===== src/rtl/shift_issue_unit.sv =====
// Two-stage elastic pipeline around an external combinational right shifter.
// Stage A decodes MIPS shift ops and drives the shifter; stage B holds the result.
module shift_issue_unit #(
    parameter int DATA_W   = 32,
    parameter int SHFT_LEN = 5
) (
    input  logic                clk,
    input  logic                rst,
    input  logic                flush,
    input  logic                in_valid,
    output logic                in_ready,
    input  logic [5:0]          funct,
    input  logic [DATA_W-1:0]   rs_val,
    input  logic [DATA_W-1:0]   rt_val,
    input  logic [SHFT_LEN-1:0] sa,
    output logic [DATA_W-1:0]   sh_x,
    output logic [SHFT_LEN-1:0] sh_shamt,
    output logic                sh_arith,
    input  logic [DATA_W-1:0]   sh_z,
    output logic                out_valid,
    input  logic                out_ready,
    output logic [DATA_W-1:0]   result,
    output logic                illegal
);

    function automatic logic [DATA_W-1:0] bitrev(input logic [DATA_W-1:0] v);
        logic [DATA_W-1:0] r;
        for (int i = 0; i < DATA_W; i++) r[i] = v[DATA_W-1-i];
        return r;
    endfunction

    logic                a_valid;
    logic                a_left;
    logic                a_ill;
    logic                b_valid;
    logic                b_ready;
    logic                accept;
    logic                a_to_b;

    logic                d_left;
    logic                d_arith;
    logic                d_var;
    logic                d_ill;
    logic [SHFT_LEN-1:0] d_shamt;
    logic [DATA_W-1:0]   d_x;

    // Only the low shift-amount bits of rs participate.
    logic unused_rs;
    assign unused_rs = ^rs_val[DATA_W-1:SHFT_LEN];

    always_comb begin
        d_left  = 1'b0;
        d_arith = 1'b0;
        d_var   = 1'b0;
        d_ill   = 1'b0;
        unique case (funct)
            6'b000000: d_left = 1'b1;
            6'b000010: ;
            6'b000011: d_arith = 1'b1;
            6'b000100: begin
                d_left = 1'b1;
                d_var  = 1'b1;
            end
            6'b000110: d_var = 1'b1;
            6'b000111: begin
                d_arith = 1'b1;
                d_var   = 1'b1;
            end
            default: d_ill = 1'b1;
        endcase
        d_shamt = d_var ? rs_val[SHFT_LEN-1:0] : sa;
        d_x     = d_left ? bitrev(rt_val) : rt_val;
    end

    assign b_ready   = !b_valid || out_ready;
    assign in_ready  = (!a_valid || b_ready) && !flush;
    assign accept    = in_valid && in_ready;
    assign a_to_b    = a_valid && b_ready;
    assign out_valid = b_valid;

    always_ff @(posedge clk or posedge rst) begin
        if (rst) begin
            a_valid  <= 1'b0;
            a_left   <= 1'b0;
            a_ill    <= 1'b0;
            sh_x     <= '0;
            sh_shamt <= '0;
            sh_arith <= 1'b0;
        end else if (flush) begin
            a_valid <= 1'b0;
        end else if (accept) begin
            a_valid  <= 1'b1;
            a_left   <= d_left;
            a_ill    <= d_ill;
            sh_x     <= d_x;
            sh_shamt <= d_shamt;
            sh_arith <= d_arith;
        end else if (a_to_b) begin
            a_valid <= 1'b0;
        end
    end

    always_ff @(posedge clk or posedge rst) begin
        if (rst) begin
            b_valid <= 1'b0;
            result  <= '0;
            illegal <= 1'b0;
        end else if (flush) begin
            b_valid <= 1'b0;
        end else if (a_to_b) begin
            b_valid <= 1'b1;
            illegal <= a_ill;
            if (a_ill)
                result <= '0;
            else if (a_left)
                result <= bitrev(sh_z);
            else
                result <= sh_z;
        end else if (out_ready) begin
            b_valid <= 1'b0;
        end
    end

endmodule

===== config.mk =====
export PLATFORM = sky130hd
export DESIGN_NAME = shift_issue_unit
export DESIGN_NICKNAME = d
export VERILOG_FILES = /design/src/rtl/shift_issue_unit.sv
export SDC_FILE = /design/constraint.sdc
export NUM_CORES = 1
export LEC_CHECK = 0
export ABC_CLOCK_PERIOD_IN_PS = 2500
export CORE_UTILIZATION = 41
export CTS_CLUSTER_DIAMETER = 80
export DETAILED_ROUTE_END_ITERATION = 10
export PLACE_DENSITY_LB_ADDON = 0.25
export RECOVER_POWER = 25
export SYNTH_ARGS = -nofsm -noshare
export SYNTH_HDL_FRONTEND = slang
export SYNTH_SLANG_ARGS = --single-unit

===== constraint.sdc =====
create_clock -name clk -period 2.5 [get_ports clk]
set_clock_uncertainty 0.15 [all_clocks]
set_input_delay 0.25 -clock clk [delete_from_list [all_inputs] [get_ports clk]]
set_output_delay 0.25 -clock clk [all_outputs]
set_load 0.03 [all_outputs]

# [Yosys cells after proc, flatten, opt, wreduce, memory -nomap -nowiden]
# Index checks and enable logic that the tools add are counted.
[word_totals] register_bits=75 inputBits=112 word_cells=46
[classes] eq_ne=5 muxes=14 bitwise_logic=1 n_reduce_logical=17
[op_table] cell="$mux W32" n=3
[op_table] cell="$eq A6 B3 Y1 const B" n=3
[op_table] cell="$eq A6 B2 Y1 const B" n=2
[op_table] cell="$mux W1" n=10
[op_table] cell="$logic_not A6 Y1" n=1
[op_table] cell="$reduce_bool A3 Y1" n=2
[op_table] cell="$reduce_or A6 Y1" n=1
[op_table] cell="$mux W5" n=1
[op_table] cell="$reduce_and A2 Y1" n=2
[op_table] cell="$reduce_or A2 Y1" n=2
[op_table] cell="$logic_and A1 B1 Y1" n=3
[op_table] cell="$logic_not A1 Y1" n=3
[op_table] cell="$reduce_or A3 Y1" n=1
[op_table] cell="$logic_or A1 B1 Y1" n=2
[op_table] cell="$not A1 Y1" n=1

# [Depth between registers and ports, before layout]
[logic_depth] word_depth=7 mapped_depth=6

# [Worst setup path after synthesis]
# No wires, ideal clock.
[synth_path] path_type="register to register" from="register b_valid (netlist: out_valid)" to="register result[0]" setup_time_ns=0.125 t_arrival_ns=1.481 required_ns=2.225 path_slack_ns=0.744 path_stages_with_launch=5 n_path_buf=1 cell_sequence="dfrtp_1 nor2b_4 nor3b_4 buf_6 mux2_2"
[synth_between] elab_chain_len=4
[synth_rtl] element="start, declared" line_no="35" source="logic b_valid;"
[synth_rtl] element="start signal, assigned" line_no="105" source="b_valid <= 1'b0;"
[synth_rtl] element="start signal, assigned" line_no="109" source="b_valid <= 1'b0;"
[synth_rtl] element="start signal, assigned" line_no="111" source="b_valid <= 1'b1;"
[synth_rtl] element="$logic_not A1 Y1" line_no="75" source="assign b_ready = !b_valid || out_ready;"
[synth_rtl] element="$logic_or A1 B1 Y1" line_no="75"
[synth_rtl] element="$logic_and A1 B1 Y1" line_no="78" source="assign a_to_b = a_valid && b_ready;"
[synth_rtl] element="$reduce_and A2 Y1 (no source line)"
[synth_rtl] element="end signal, assigned" line_no="116" source="result <= bitrev(sh_z);"
[synth_rtl] element="end signal, assigned" line_no="118" source="result <= sh_z;"
[synth_rtl] element="end, declared" line_no="22" source="output logic [DATA_W-1:0] result,"
# No other way between the ends.
# A chain may end at the register's enable or synchronous reset.

# [Worst setup path after layout]
[layout_path] from="register b_valid (netlist: out_valid)" to="output in_ready"
[layout_between] elab_chain_len=4
[layout_rtl] element="$logic_not A1 Y1" line_no="75"
[layout_rtl] element="$logic_or A1 B1 Y1" line_no="75"
[layout_rtl] element="$logic_or A1 B1 Y1" line_no="76" source="assign in_ready = (!a_valid || b_ready) && !flush;"
[layout_rtl] element="$logic_and A1 B1 Y1" line_no="76"
[layout_rtl] element="end, declared" line_no="11" source="output logic in_ready,"
# No other way between the ends.

==> out/metrics.yaml <==
run_status:
  run_status: "finished with violations"
  failed_checks: "max-capacitance violations, max-slew violations"
critical_path:
  cp-end-kind: "output port"
  slowest_stage: "clkdlybuf4s50_1"
  startpoint_type: "flop"
  cp.arrival_ps: 1780
  cp.required_ps: 2100
  crit_type: "flop to output port"
  cp_slowest_stage_delay_ps: 710
  cp_max_fo: 3
  path_cells: "nor2b_1, a21oi_1, clkdlybuf4s50_1"
global_route:
  grt_pass1_vias: 3516
  grt_pass1_wl_um: 16400
  grt_max_degree: 46
  grt.overflow.total: 0
  grt_use_total_pct: 20.8
  antenna_found_initial: 0
clocking:
  cts_buffer_depth: 2
  clk_pin_slew_ps: 70
  clk_latency_ps: 330
  post_cts_buffers: 0
  root_buffer: "clkbuf_8"
  cts-htree-levels: 3
  post_cts_resize_count: 0
  numCtsBuffers: 9
  cts_tree: "built"
  cts_sinks: 75
  hold_buffers: 0
route:
  drt.antenna.violating_nets: 0
  drtIter0Drc: 154
  wirelength_um: 10200
  num_vias: 3572
  wl_per_cell_um: 15.4
  drc: 0
  firstDrtPassIters: 4
  vias_per_cell: 5.40
timing:
  slew_headroom_pct: -7.15
  final_hold_viol_count: 0
  period_needed_ps: 2180
  slew_violations: 31
  tightest_slew_ps: 1610
  tns_ps: 0
  max_freq_mhz: 459
  setup_viol: 0
  finalCritPeriodShare_pct: 87.1
  rsz0062_at_grt: "no"
cells_and_area:
  nets: 639
  final_common_cell: "clkdlybuf4s50_1"
  mostFrequentLayoutCells: "156 x clkdlybuf4s50_1, 74 x dfrtp_1, 40 x a21oi_1"
  fin_util_pct: 62.4
  diodes: 0
  area_growth_pct: 48.0
  layout.cells.non_filler: 661
  final_layout_size_suffix_gt1_share_pct: 13.2
placement:
  numPortBuffers: 157
  hpwl_um: 6870
  dp_cells: 645
  finalWeightedCongestion: 0.793
run:
  maxCapViolCount: 1
pwr:
  vdd_drop_max_uv: 334
  p_leak_nw: 2.22
  power_mw: 3.54
  p_per_area_nw_per_um2: 614
synthesis:
  synth_top_area_share_pct: 48.2
  synth_warnings: 0
  synth_edf_count: 0
  syn_area_um2: 3890
  avgSynthCellArea_um2: 10.2
  synth_top_cell_by_area: "dfrtp_1"
  synth-seq-area-share_pct: 48.2
  netlist_instances: 382
  ys_ff_latch: 75
  synth_async_sr_flop_share_pct: 100
  synthFlopType: "dfrtp_1"
  synthTopCellsByArea: "dfrtp_1 48%, mux2_2 10%, mux2i_1 8.2%"
  ys_types: 27
  synth_fp_nets: 494
floorplan:
  io_pins: 185
  die_h_um: 99.5
  std_cell_rows: 35
  die_area_um2: 9890
  coreArea_um2: 9240
  start_util_pct: 42.2
  die-width_um: 99.5
min_path:
  min_path_type: "input port to flop"
==> state kept, by name (all words and copies together), names as in the netlist <==
| signal | count |
|---|---|
| result | 32 |
| sh_x | 32 |
| sh_shamt | 5 |
| a_ill | 1 |
| a_left | 1 |
| a_valid | 1 |
| illegal | 1 |
| out_valid | 1 |
| sh_arith | 1 |
==> worst max-delay path: cells and delay by family (launching register included) <==
family                 cells  cell delay (ps)
AND/OR/NAND/NOR            1              190
buffers and inverters      1              710
flip-flops                 1              400
AO/OA/AOI/OAI              1              150
==> metal layers <==
layer	GRT usage (%)	up-vias	share of wire, %
li1	-	1687	-
met1	25.5	1718	43
met2	35.3	150	47
met3	5.90	17	7.8
met4	7.01	0	1.4
met5	0	-	0
==> final timing paths <==
check / startpoint / end / slack, ps / cells past startpoint
max: out_valid / in_ready / 320 / 3
min: in_valid / a_valid / 320 / 3
max reg2reg: out_valid / result[25] / 830 / 4
min reg2reg: result[10] / result[10] / 360 / 1
max in group asynchronous: rst / result[6] / 490 / 3
min in group asynchronous: rst / sh_x[0] / 580 / 3
==> area by class of cell <==
| type | count | area (um^2) |
|---|---|---|
| Fill cell | 791 | 3480 |
| Sequential cell | 75 | 1880 |
| Multi-Input combinational cell | 266 | 1780 |
| Timing Repair Buffer | 172 | 1690 |
| Tap cell | 129 | 161 |
| Clock buffer | 12 | 145 |
| Clock inverter | 4 | 97.6 |
| Inverter | 3 | 12.5 |
==> power breakdown <==
group          total [mW]  internal, mW  switching [mW]
clock                1.13         0.692           0.437
sequential           1.41          1.34          0.0736
combinational       0.998         0.462           0.536
total                3.54          2.50            1.05
==> kinds of logic (layout without fill, tap and decap cells) <==
group | after synthesis | count (layout) | synth area share, %
AO/OA/AOI/OAI | 115 | 115 | 16.3
AND/OR/NAND/NOR | 84 | 84 | 11.0
flip-flops | 75 | 75 | 48.2
multiplexers | 67 | 67 | 18.3
buffers and inverters | 41 | 191 | 6.17
==> synthesized netlist by cell type, types with 3 or more instances <==
| library cell | count |
|---|---|
| inv_1 | 3 |
| o21ai_0 | 32 |
| o31ai_1 | 5 |
| a31oi_1 | 38 |
| dfrtp_1 | 75 |
| nor2_1 | 36 |
| nand4_1 | 5 |
| mux2i_1 | 32 |
| mux2_2 | 35 |
| a21oi_1 | 40 |
| buf_6 | 8 |
| clkbuf_1 | 16 |
| buf_2 | 12 |
| nand3_1 | 32 |
==> metrics by stage <==
step	hold slack, ps	cell area (um^2)	setup slack [ps]
2_1_floorplan	163	3890	190
3_3_place_gp	339	5540	432
3_5_place_dp	344	5540	421
4_1_cts	162	5780	358
5_1_grt	317	5760	152
6_report	325	5760	322
Power figures use the tool's default switching activity.
